`config.mk`:
```
export PLATFORM = sky130hd
export DESIGN_NAME = serial_adder
export DESIGN_NICKNAME = d
export VERILOG_FILES = /design/src/rtl/serial_adder_pkg.sv /design/src/rtl/full_adder_bit.sv /design/src/rtl/serial_adder.sv
export SDC_FILE = /design/constraint.sdc
export NUM_CORES = 1
export LEC_CHECK = 0
export ABC_AREA = 0
export CORE_UTILIZATION = 49
export DETAILED_ROUTE_END_ITERATION = 8
export HOLD_SLACK_MARGIN = 0.02
export PLACE_DENSITY = 0.78
export SLEW_MARGIN = 5
export SYNTH_ARGS = -nofsm -noshare
export SYNTH_HDL_FRONTEND = slang
export SYNTH_HIERARCHICAL = 1
export SYNTH_SLANG_ARGS = --single-unit
export TNS_END_PERCENT = 100
```
`constraint.sdc`:
```
create_clock -name clk -period 1.8 [get_ports clk]
set_input_delay 0.27 -clock clk [delete_from_list [all_inputs] [get_ports clk]]
set_output_delay 0.27 -clock clk [all_outputs]
set_load 0.1 [all_outputs]
```
`src/rtl/serial_adder_pkg.sv`:
```
// Shared definitions for the bit-serial adder: FSM state encoding and
// the legal operand-width range.
package serial_adder_pkg;

    typedef enum logic [1:0] {
        IDLE = 2'd0,
        RUN  = 2'd1,
        DONE = 2'd2
    } state_e;

    localparam int WIDTH_MIN = 32'd2;
    localparam int WIDTH_MAX = 32'd32;

endpackage : serial_adder_pkg

```
`src/rtl/full_adder_bit.sv`:
```
// One-bit full adder built from gates; used as the single bit cell of the
// serial adder. Purely combinational.
module full_adder_bit (
    input  logic a,
    input  logic b,
    input  logic cin,
    output logic s,
    output logic cout
);

    logic ab_xor_s;
    logic ab_and_s;
    logic cx_and_s;

    xor g_x1 (ab_xor_s, a, b);
    xor g_x2 (s, ab_xor_s, cin);
    and g_a1 (ab_and_s, a, b);
    and g_a2 (cx_and_s, ab_xor_s, cin);
    or  g_o1 (cout, ab_and_s, cx_and_s);

endmodule : full_adder_bit

```
`src/rtl/serial_adder.sv`:
```
// Bit-serial, LSB-first adder: WIDTH-bit A + B + Cin in WIDTH RUN cycles
// through one full_adder_bit and a carry flop, with a start/busy/done
// handshake. The result holds until the next accepted start.
// Optional feature: define SERIAL_ADDER_OVF_EN to add the signed-overflow
// output Ovf.
// WIDTH legal range is WIDTH_MIN..WIDTH_MAX from serial_adder_pkg.
module serial_adder
    import serial_adder_pkg::*;
#(
    parameter int WIDTH = 8
) (
    input  logic             clk,
    input  logic             rst,
    input  logic             start,
    input  logic [WIDTH-1:0] A,
    input  logic [WIDTH-1:0] B,
    input  logic             Cin,
    output logic             busy,
    output logic             done,
    output logic [WIDTH-1:0] Sum,
`ifdef SERIAL_ADDER_OVF_EN
    output logic             Cout,
    output logic             Ovf
`else
    output logic             Cout
`endif
);

    localparam int             CW       = $clog2(WIDTH);
    localparam logic [CW-1:0]  LAST_CNT = CW'(WIDTH - 1);
    localparam logic [CW-1:0]  CNT_ONE  = CW'(1);

    state_e           state_r;
    logic [WIDTH-1:0] a_r;
    logic [WIDTH-1:0] b_r;
    logic [WIDTH-1:0] sum_r;
    logic [CW-1:0]    cnt_r;
    logic             carry_r;
    logic             cout_r;
    logic             busy_r;
    logic             done_r;
    logic             fa_s;
    logic             fa_cout_s;
`ifdef SERIAL_ADDER_OVF_EN
    logic             ovf_r;
`endif

    // The single bit cell works on the current LSBs and the carry flop.
    full_adder_bit u_fa (
        .a    (a_r[0]),
        .b    (b_r[0]),
        .cin  (carry_r),
        .s    (fa_s),
        .cout (fa_cout_s)
    );

    // FSM, operand/result shift registers, counter and registered outputs.
    always_ff @(posedge clk) begin
        if (rst) begin
            state_r <= IDLE;
            a_r     <= '0;
            b_r     <= '0;
            sum_r   <= '0;
            cnt_r   <= '0;
            carry_r <= 1'b0;
            cout_r  <= 1'b0;
            busy_r  <= 1'b0;
            done_r  <= 1'b0;
`ifdef SERIAL_ADDER_OVF_EN
            ovf_r   <= 1'b0;
`endif
        end else begin
            case (state_r)
                // DONE behaves like IDLE for start so back-to-back ops
                // lose no cycle; done only ever lasts one cycle.
                IDLE, DONE: begin
                    done_r <= 1'b0;
                    if (start) begin
                        a_r     <= A;
                        b_r     <= B;
                        carry_r <= Cin;
                        cnt_r   <= '0;
                        sum_r   <= '0;
                        cout_r  <= 1'b0;
`ifdef SERIAL_ADDER_OVF_EN
                        ovf_r   <= 1'b0;
`endif
                        busy_r  <= 1'b1;
                        state_r <= RUN;
                    end else begin
                        busy_r  <= 1'b0;
                        state_r <= IDLE;
                    end
                end
                // One result bit per cycle; start is ignored here.
                RUN: begin
                    a_r     <= {1'b0, a_r[WIDTH-1:1]};
                    b_r     <= {1'b0, b_r[WIDTH-1:1]};
                    sum_r   <= {fa_s, sum_r[WIDTH-1:1]};
                    carry_r <= fa_cout_s;
                    if (cnt_r == LAST_CNT) begin
                        // carry_r is the carry into the MSB on this cycle.
                        cout_r  <= fa_cout_s;
`ifdef SERIAL_ADDER_OVF_EN
                        ovf_r   <= carry_r ^ fa_cout_s;
`endif
                        busy_r  <= 1'b0;
                        done_r  <= 1'b1;
                        state_r <= DONE;
                    end else begin
                        cnt_r   <= cnt_r + CNT_ONE;
                    end
                end
                default: begin
                    busy_r  <= 1'b0;
                    done_r  <= 1'b0;
                    state_r <= IDLE;
                end
            endcase
        end
    end

    assign busy = busy_r;
    assign done = done_r;
    assign Sum  = sum_r;
    assign Cout = cout_r;
`ifdef SERIAL_ADDER_OVF_EN
    assign Ovf  = ovf_r;
`endif

endmodule : serial_adder

```
======== Word-level counts from Yosys, hierarchy flattened ========
Index checks and enable logic that the tools add are counted.
W data, S select, Z words.
storage, ports and cells
  bits in registers ....................... 33
  latch bits .............................. 0
  bits in writable memories ............... 0
  bits in read-only memories .............. 0
  input bits .............................. 20
  memories ................................ 0
operators by class
  add/sub/neg operators ................... 1
  multipliers ............................. 0
  div/mod/pow operators ................... 0
  magnitude comparators ................... 0
  equality and inequality tests ........... 6
  shift operators ......................... 0
  muxes and demuxes ....................... 20
  bitwise operators ....................... 6
  reductions and logical operators ........ 7
operator list
  cell                   number
  $pmux W8 S2            3
  $mux W8                3
  $mux W1                6
  $mux W3                2
  $ne A2 B2 Y1 const B   3
  $pmux W1 S2            3
  $pmux W3 S2            1
  $reduce_and A3 Y1      2
  $pmux W2 S2            1
  $reduce_or A2 Y1       2
  $add A3 B1 Y3 const B  1
  $eq A3 B3 Y1 const B   1
  $and A1 B1 Y1          2
  $eq A2 B1 Y1 const B   1
  $eq A2 B2 Y1 const B   1
  $logic_not A2 Y1       1
  $mux W2                1
  $reduce_and A2 Y1      1
  $reduce_bool A2 Y1     1
  $xor A1 B1 Y1          2
  $not A1 Y1             1
  $or A1 B1 Y1           1

======== Logic depth before layout (Yosys ltp) ========
Gate-level depths: netlist of the first run.
  depth after elaboration ................. 5
  gate-level depth with buffers ........... 5
  gate-level depth less buffers ........... 5

======== By module ========
The synthesis of the first run kept the hierarchy.
modules (own cells, without submodules)
  module          instances  cells an instance  area an instance (sq um)
  serial_adder    1          160                1,371.3
  full_adder_bit  1          1                  20.0

======== Worst setup path before layout of the first run ========
OpenSTA, ideal clock, no wires.
  path type ............................... register to register
  from .................................... reg Cout (netlist name)
  to ...................................... reg cout_r, in the netlist Cout
  library setup time ...................... 0.071 ns
  arrival ................................. 1.394 ns
  data required time ...................... 1.729 ns
  path slack .............................. 0.336 ns
  cell stages (with the launch flop) ...... 4
  buffers on the path ..................... 0
  cell sequence ........................... dfxtp_1 > nor4bb_1 > a31oi_1 > a21oi_1
RTL lines
  what                    line                 RTL
  end signal: assignment  serial_adder.sv:103  cout_r <= fa_cout_s;
  end: declaration        serial_adder.sv:39   logic cout_r;

======== Final worst setup path of the first run ========
  from .................................... reg cnt_r[0]
  to ...................................... reg cnt_r[1]
on the way
  longest elaborated chain between the ends .. 3
  elaborated cells between the ends (all ways) .. 6
ends and longest elaborated chain
  what                                              line                                      RTL
  start: declaration                                serial_adder.sv:37                        logic [CW-1:0] cnt_r;
  start signal: assignment                          serial_adder.sv:111                       cnt_r <= cnt_r + CNT_ONE;
  $add A3 B1 Y3 or $eq A3 B3 Y1 (tied branches)     serial_adder.sv:111, serial_adder.sv:101
  $mux W3 or $ne A2 B2 Y1 (tied branches)           -
  $pmux W3 S2 or $reduce_and A3 Y1 (tied branches)  -
Parallel ways exist; a longest one is shown, timed or not. The select of a mux whose other input is x is not followed.
A chain may end at the register's enable or synchronous reset.

==> results of run 1 <==
kinds of logic after synthesis:
group / synth area share, %
compound gates: 17.63
fa+ha+maj: 3.237
buf+inv: 5.935
flops: 47.48
simple gates: 25.72
power breakdown:
group | internal (mW) | switching (mW)
Sequential | 0.775 | 0.0287
Combinational | 0.112 | 0.150
Clock | 0.332 | 0.254
Total | 1.22 | 0.433
area by class of cell:
type | instances | share of cell area (%)
repair buffers | 35 | 18.40
well taps | 30 | 2.140
clock inverters | 1 | 1.712
clock buffers | 7 | 3.138
multi-input cells | 114 | 36.95
flip-flops and latches | 33 | 37.66
Yosys cell counts:
| cell type | number |
|---|---|
| a21oi_1 | 16 |
| a311oi_1 | 5 |
| a311oi_2 | 6 |
| a31oi_1 | 1 |
| and2b_1 | 1 |
| buf_1 | 2 |
| buf_2 | 6 |
| buf_4 | 2 |
| buf_6 | 2 |
| clkbuf_1 | 2 |
| dfxtp_1 | 33 |
| fa_1 | 1 |
| ha_1 | 2 |
| nand2_1 | 34 |
| nand2b_1 | 3 |
| nand3_1 | 14 |
| nor2_1 | 13 |
| nor2b_1 | 1 |
| nor3_1 | 9 |
| nor3b_1 | 2 |
| nor4bb_1 | 1 |
| o22ai_1 | 4 |
| or3b_1 | 1 |
critical path: cells and delay by family, from the launching register on:
kind                     cells  cell delay (ns)
flip-flops                   1             0.34
adder cells (fa/ha/maj)      2             0.44
AND/OR/NAND/NOR              2             0.61
AO/OA/AOI/OAI                1             0.14
registers in the layout (all words and copies together), names as in the netlist:
name / cells
cnt_r: 3
state_r: 2
Cout: 1
carry_r: 1
b_r: 8
busy: 1
a_r: 8
done: 1
Sum: 8
metrics by stage:
step / cells / utilization [%] / cell area, µm² / setup slack (ns)
2_1_floorplan: 161 / - / 1391 / 0.3358
3_3_place_gp: 212 / 64.44 / 1669 / 0.2937
3_5_place_dp: 212 / 64.44 / 1669 / 0.2154
4_1_cts: 220 / 67.73 / 1754 / 0.2339
5_1_grt: 220 / 67.73 / 1754 / 0.05369
6_report: 220 / 67.73 / 1754 / 0.2261
cells in the final DEF (no fill, tap or decap), drive strengths merged:
| master | instances |
|---|---|
| clkdlybuf4s50 | 19 |
| nand3 | 14 |
| fa | 1 |
| nor3b | 2 |
| nor4bb | 1 |
| nor3 | 9 |
| dfxtp | 33 |
| bufinv | 1 |
| or3b | 1 |
| a31oi | 1 |
| and2b | 1 |
| nand2b | 3 |
| nor2b | 1 |
| clkbuf | 7 |
| ha | 2 |
| a21oi | 16 |
| nand2 | 34 |
| buf | 16 |
| a311oi | 11 |
| nor2 | 13 |
| o22ai | 4 |
path summary, 6_finish.rpt:
| path | startpoint | end | slack, ns | cells past startpoint |
|---|---|---|---|---|
| setup / recovery | cnt_r[0]$_SDFFE_PP0P_ | cnt_r[1]$_SDFFE_PP0P_ | 0.23 | 5 |
| hold / removal | Sum[5]$_SDFFE_PP0P_ | Sum[4]$_SDFFE_PP0P_ | 0.47 | 2 |
| setup reg to reg | cnt_r[0]$_SDFFE_PP0P_ | cnt_r[1]$_SDFFE_PP0P_ | 0.23 | 5 |
| hold reg to reg | Sum[5]$_SDFFE_PP0P_ | Sum[4]$_SDFFE_PP0P_ | 0.47 | 2 |
per-layer routing:
metal / wire, µm / part of all wire (%) / vias to the layer above
li1: - / - / 620
met1: 1353 / 45 / 578
met2: 1447 / 48 / 25
met3: 133 / 4.4 / 9
met4: 68 / 2.3 / 0
met5: 0 / 0 / -
==> results.yml, run 1 <==
outcome:
  status: "complete, no violations"
worst_setup_path:
  cp.arrival_ns: 1.84
  cp.required_ns: 2.07
  crit_slowest_cell: "nor3b_1"
  critical_path.max_stage_delay_ns: 0.48
  cp-end-kind: "flop"
  critPathMaxFanout: 6
  crit_type: "reg -> reg"
  crit_chain: "ha_1, ha_1, nor3b_1, nand2_1, a21oi_1"
  crit_path_frequent_cell: "ha_1"
  start_kind: "flop"
finish:
  drive_gt1_share_pct: 15.26
  num-fill-cells: 216
  diodes: 0
  seq_area_um2: 660.6
  multi_input_area_um2: 648.1
  nets: 212
  area_delta_synth_final_pct: 26.08
flow_run:
  maxCapViolations: 0
grt:
  met2_usage_pct: 32.87
  use_met3_pct: 5.621
  grt_pass1_vias: 1096
  gr-total-overflow: 0
  antenna_found_initial: 0
  track_usage_pct: 21.17
  grt_pass1_wl_um: 5023
  busiest_layer: "met2"
  met1_usage_pct: 26.35
  grt_max_degree: 37
sta:
  final.setup_skew_ns: 0.01076
  maxSlewViolCount: 0
  fmax_mhz: 635.4
  hold_viol_final: 0
  tightest_slew_ns: 0.5059
  relSlewSlack_pct: 66.20
  period_needed_ns: 1.574
  min_period_over_period_pct: 87.44
  hold_ws_ns: 0.4699
  finalSetupViolCount: 0
  finalSetupTns_ns: 0
  rsz0062_at_grt: "no"
clocking:
  cts_tree: "done"
  clockBufferDepth: 2
  htreeDepth: 2
  cts_root_buffer: "clkbuf_4"
  cts_buffers: 5
  post-cts-setup-buffer-count: 0
  path_clk_slew_ns: 0.10
  clock_latency_ns: 0.34
  holdBufCountCts: 0
  clock-sinks: 33
  cts_resized: 0
synth:
  synth_top_area_share_pct: 47.48
  syn_area_um2: 1391
  syn_avg_cell_area_um2: 8.642
  yosysTopAreaCell: "dfxtp_1"
  yosysWarningCount: 6
  synth_cell_type_count: 23
  syn_inst: 161
  syn_nets: 184
  synth_area_leaders: "dfxtp_1, nand2_1, a311oi_2"
  synth_seq_area_share_pct: 47.48
  synth-seq-cells: 33
floorplanning:
  die_w_um: 55.29
  num_rows: 18
  die_y_um: 55.29
  die_area_um2: 3056
  pin_count: 31
  start_util_pct: 53.72
  fp.coreArea_um2: 2590
drt:
  route.detailed.drc: 0
  detail_route.vias_per_cell: 5.600
  wl_um: 3002
  vias: 1232
  drtIter0Drc: 14
  drt.antenna.violating_nets: 0
  first_pass_iters: 4
  wl_per_cell_um: 13.65
placement:
  gp_congestion: 0.7182
  place_hpwl_um: 1965
  io_buffers: 30
hold_path:
  hold_class: "reg -> reg"
power:
  leakagePower_nw: 0.6676
  power_mw: 1.651
  p_per_area_nw_per_um2: 941.3
  ir_worst_vdd_mv: 0.7570
(Power assumes the default switching activity.)
==> run 2: changes to the inputs <==
==> constraint.sdc (replaced) <==
create_clock -name clk -period 1.8 [get_ports clk]
set_input_delay 0.27 -clock clk [delete_from_list [all_inputs] [get_ports clk]]
set_output_delay 0.27 -clock clk [all_outputs]
set_load 0.005 [all_outputs]
==> results.yml, run 2 (synthesized netlist as in run 1, its figures left out) <==
drt:
  drt.antenna.violating_nets: 0
  wl_per_cell_um: 13.28
  wl_um: 2921
  first_pass_iters: 4
  drtIter0Drc: 31
  route.detailed.drc: 0
  vias: 1224
  detail_route.vias_per_cell: 5.564
sta:
  finalSetupTns_ns: 0
  rsz0062_at_grt: "no"
  relSlewSlack_pct: 68.76
  finalSetupViolCount: 0
  maxSlewViolCount: 0
  hold_viol_final: 0
  fmax_mhz: 644.9
  final.setup_skew_ns: 0.008834
  tightest_slew_ns: 0.4676
  hold_ws_ns: 0.4733
  period_needed_ns: 1.551
  min_period_over_period_pct: 86.15
power:
  leakagePower_nw: 0.6309
  p_per_area_nw_per_um2: 819.3
  ir_worst_vdd_mv: 0.6165
clocking:
  cts_resized: 0
  clock-sinks: 33
  holdBufCountCts: 0
  clock_latency_ns: 0.33
  post-cts-setup-buffer-count: 0
  path_clk_slew_ns: 0.10
  cts_root_buffer: "clkbuf_4"
  cts_tree: "done"
  clockBufferDepth: 2
  htreeDepth: 2
  cts_buffers: 5
grt:
  met2_usage_pct: 33.91
  met1_usage_pct: 24.85
  gr-total-overflow: 0
  grt_pass1_vias: 1104
  use_met3_pct: 7.494
  busiest_layer: "met2"
  track_usage_pct: 20.69
  antenna_found_initial: 0
  grt_max_degree: 37
  grt_pass1_wl_um: 4919
worst_setup_path:
  crit_type: "reg -> reg"
  cp-end-kind: "flop"
  cp.arrival_ns: 1.76
  critPathMaxFanout: 6
  start_kind: "flop"
  cp.required_ns: 2.01
  r2r_cells: 5
flow_run:
  maxCapViolations: 0
hold_path:
  holdPathStages: 2
  hold_class: "reg -> reg"
floorplanning:
  pin_count: 31
  die_w_um: 55.29
  die_area_um2: 3056
  die_y_um: 55.29
  num_rows: 18
  fp.coreArea_um2: 2590
  start_util_pct: 53.72
finish:
  diodes: 0
  drive_gt1_share_pct: 10.00
  final_cell_mix: "nand2_1, dfxtp_1, clkdlybuf4s50_1"
  final_common_cell: "nand2_1"
  num-fill-cells: 220
  multi_input_area_um2: 648.1
  area_delta_synth_final_pct: 25.90
  nets: 212
  seq_area_um2: 660.6
placement:
  place_hpwl_um: 1994
  gp_congestion: 0.7155
  io_buffers: 30
outcome:
  status: "complete, no violations"
==> run 2: cell types whose count changed in the layout (fill, tap and decap cells not counted), sizes merged <==
cell           previous run  this run
clkinv                    0         2
bufinv                    1         0
clkinvlp                  0         1
clkbuf                    7         5
clkdlybuf4s50            19        30
buf                      16         5
==> run 2: final cells by class <==
| class | count | area share (%) |
|---|---|---|
| timing repair buffer | 35 | 20.00 |
| clock buffer | 5 | 2.143 |
| clock inverter | 3 | 1.000 |
| multi-input combinational | 114 | 37.00 |
| sequential | 33 | 37.71 |
| tap | 30 | 2.143 |
==> run 2: worst max-delay path: stages (launching register included) <==
cell,delay (ns)
dfxtp_1,0.34
ha_1,0.20
ha_1,0.25
or3b_1,0.46
nand3_1,0.11
a21oi_1,0.07
==> run 2: final timing paths <==
path | startpoint | end | slack, ns
hold reg to reg | Sum[3]$_SDFFE_PP0P_ | Sum[2]$_SDFFE_PP0P_ | 0.47
hold / removal | Sum[3]$_SDFFE_PP0P_ | Sum[2]$_SDFFE_PP0P_ | 0.47
setup reg to reg | cnt_r[0]$_SDFFE_PP0P_ | cnt_r[2]$_SDFFE_PP0P_ | 0.25
setup / recovery | cnt_r[0]$_SDFFE_PP0P_ | cnt_r[2]$_SDFFE_PP0P_ | 0.25
==> run 2: power by group <==
| part | leakage [nW] | total [mW] | internal, mW | switching, mW |
|---|---|---|---|---|
| sequential | 0.270 | 0.802 | 0.775 | 0.0275 |
| clock | 0.0310 | 0.398 | 0.147 | 0.251 |
| combinational | 0.330 | 0.235 | 0.114 | 0.121 |
==> run 2: per-layer routing <==
metal | vias up | share of wire [%]
met4 | 0 | 1.7
met5 | - | 0
met2 | 25 | 50
met1 | 577 | 44
li1 | 614 | -
met3 | 8 | 4.7
==> run 2: per-stage QoR <==
| step | setup WS [ns] | cells | power [mW] | cell area [µm²] | util, % |
|---|---|---|---|---|---|
| after floorplan | 0.3884 | 161 | 0.9708 | 1391 | - |
| after global placement | 0.2937 | 212 | 1.042 | 1697 | 65.51 |
| after detailed placement | 0.2034 | 212 | 1.054 | 1697 | 65.51 |
| after CTS | 0.2476 | 220 | 1.444 | 1752 | 67.63 |
| after global routing | 0.1083 | 220 | 1.518 | 1752 | 67.63 |
| final | 0.2494 | 220 | 1.435 | 1752 | 67.63 |
==> run 3: changes to the inputs <==
--- a/config.mk
+++ b/config.mk
@@ -13,6 +13,5 @@
 export SLEW_MARGIN = 5
 export SYNTH_ARGS = -nofsm -noshare
 export SYNTH_HDL_FRONTEND = slang
-export SYNTH_HIERARCHICAL = 1
 export SYNTH_SLANG_ARGS = --single-unit
 export TNS_END_PERCENT = 100
==> results.yml, run 3 <==
synth:
  synth_common_cells: "nand2_1, dfxtp_1, a21oi_1, nand3_1, nor2_1"
  syn_area_um2: 1410
  synth_area_leaders: "dfxtp_1, nand2_1, a311oi_1"
  synth_cell_type_count: 26
  yosysWarningCount: 0
  synthArstFlopShare_pct: 0
  yosys.cell_count.top_type: "nand2_1"
  synth_edf_count: 0
  synth_seq_area_share_pct: 46.85
  synth-seq-cells: 33
  syn_inst: 169
  synthFlopType: "dfxtp_1"
  syn_avg_cell_area_um2: 8.344
  synth_top_area_share_pct: 46.85
  syn_nets: 192
  yosysTopAreaCell: "dfxtp_1"
clocking:
  post-cts-setup-buffer-count: 0
  cts_buffers: 5
  cts_tree: "done"
  htreeDepth: 2
  cts_root_buffer: "clkbuf_4"
  holdBufCountCts: 0
  clockBufferDepth: 2
  clock-sinks: 33
  clock_latency_ns: 0.34
  cts_resized: 0
  path_clk_slew_ns: 0.10
floorplanning:
  die_y_um: 55.65
  start_util_pct: 51.58
  die_area_um2: 3096
  num_rows: 19
  die_w_um: 55.65
  fp.coreArea_um2: 2734
  pin_count: 31
placement:
  dpl_cell_area_um2: 1693
  gp_congestion: 0.7030
  dp.cells: 221
  place_hpwl_um: 1896
  io_buffers: 30
worst_setup_path:
  r2r-start: "cnt_r[0]$_SDFFE_PP0P_"
  crit_chain: "ha_1, ha_1, nor3b_1, nand2b_1, a21oi_1"
  cp-end-kind: "flop"
  cp.required_ns: 2.08
  critPathMaxFanout: 6
  path_buf_inv: 0
  r2r_end: "cnt_r[0]$_SDFFE_PP0P_"
  cp.arrival_ns: 1.87
  crit_type: "reg -> reg"
  r2r_cells: 5
  crit_slowest_cell: "nor3b_1"
  crit_path_frequent_cell: "ha_1"
  start_kind: "flop"
  rrSetupSlack_ns: 0.20
  critical_path.max_stage_delay_ns: 0.48
  cp_top_family: "simple AND/OR/NAND/NOR gates"
grt:
  grt_pass1_wl_um: 5099
  grt_pass1_vias: 1188
  grt_max_degree: 34
  track_usage_pct: 20.84
  gr-total-overflow: 0
  antenna_found_initial: 0
drt:
  drt.antenna.violating_nets: 0
  route.detailed.drc: 0
  wl_per_cell_um: 13.07
  wl_um: 2992
  vias: 1257
  drtIter0Drc: 31
  detail_route.vias_per_cell: 5.489
  first_pass_iters: 4
hold_path:
  hold_class: "reg -> reg"
  holdPathStages: 2
  hp-start: "a_r[6]$_SDFFE_PP0P_"
  worstHoldEndpoint: "a_r[6]$_SDFFE_PP0P_"
sta:
  maxSlewViolCount: 0
  fmax_mhz: 626.7
  final.setup_skew_ns: 0.005971
  min_period_over_period_pct: 88.64
  finalSetupViolCount: 0
  hold_viol_final: 0
  tightest_slew_ns: 0.5162
  relSlewSlack_pct: 65.51
  period_needed_ns: 1.596
  rsz0062_at_grt: "no"
  finalSetupTns_ns: 0
finish:
  diodes: 0
  drive_gt1_share_pct: 7.576
  fin_util_pct: 63.80
  final_cell_mix: "nand2_1, dfxtp_1, clkdlybuf4s50_1"
  final_common_cell: "nand2_1"
  nets: 220
  fin_area_um2: 1744
  area_delta_synth_final_pct: 23.69
  finalNonFillerCells: 229
power:
  power_mw: 1.422
  p_per_area_nw_per_um2: 815.0
  ir_worst_vdd_mv: 0.6522
  leakagePower_nw: 0.6426
flow_run:
  maxCapViolations: 0
outcome:
  status: "complete, no violations"
-- run 3: how the worst max path moves through the flow --
stage,start,end,slack [ns],depth (start not counted)
floorplan,cnt_r[0]$_SDFFE_PP0P_,cnt_r[2]$_SDFFE_PP0P_,0.39,5
global placement,start,b_r[0]$_SDFFE_PP0P_,0.26,5
detailed placement,start,a_r[4]$_SDFFE_PP0P_,0.21,5
CTS,cnt_r[0]$_SDFFE_PP0P_,cnt_r[0]$_SDFFE_PP0P_,0.20,5
global route,cnt_r[0]$_SDFFE_PP0P_,cnt_r[0]$_SDFFE_PP0P_,0.13,5
finish,cnt_r[0]$_SDFFE_PP0P_,cnt_r[0]$_SDFFE_PP0P_,0.20,5
-- run 3: kinds of logic (layout without fill, tap and decap cells) --
group                      Yosys count  in the layout  synth area share (%)
AOI/OAI and AO/OA                   34             34                 16.42
DFF                                 33             33                 46.85
buffers and inverters               18             47                 7.985
and+or+nand+nor                     81             81                 25.55
adders and majority gates            3              3                 3.194
-- run 3: layout make-up --
| type | count | area, µm² |
|---|---|---|
| inverter | 3 | 11.26 |
| tap | 31 | 38.79 |
| clock inverter | 2 | 10.01 |
| multi-input combinational | 118 | 636.9 |
| fill | 261 | 989.7 |
| timing repair buffer | 36 | 345.3 |
| sequential | 33 | 660.6 |
| clock buffer | 6 | 41.29 |
-- run 3: stage by stage --
stage,setup WS [ns],hold WS [ns]
3_3_place_gp,0.2598,0.4562
6_report,0.2044,0.4751
2_1_floorplan,0.3929,0.4060
3_5_place_dp,0.2144,0.4597
5_1_grt,0.1332,0.4657
4_1_cts,0.1963,0.4604
-- run 3: report_power, final --
group / total [mW] / internal (mW) / switching (mW)
combinational: 0.219 / 0.105 / 0.115
clock: 0.404 / 0.149 / 0.256
sequential: 0.798 / 0.774 / 0.0247
total: 1.42 / 1.03 / 0.395
-- run 3: metal layers --
| layer | wire length [µm] | global-route usage [%] | part of all wire, % | up-vias |
|---|---|---|---|---|
| met3 | 174 | 8.372 | 5.8 | 7 |
| met1 | 1418 | 25.56 | 47 | 590 |
| met4 | 43 | 9.286 | 1.4 | 0 |
| met2 | 1355 | 32.19 | 45 | 30 |
| li1 | - | - | - | 630 |
| met5 | 0 | 0 | 0 | - |
-- run 3: worst register-to-register path: stages (launching register included) --
cell and delay (ns):
dfxtp_1 0.33, ha_1 0.20, ha_1 0.24, nor3b_1 0.48
nand2b_1 0.12, a21oi_1 0.16
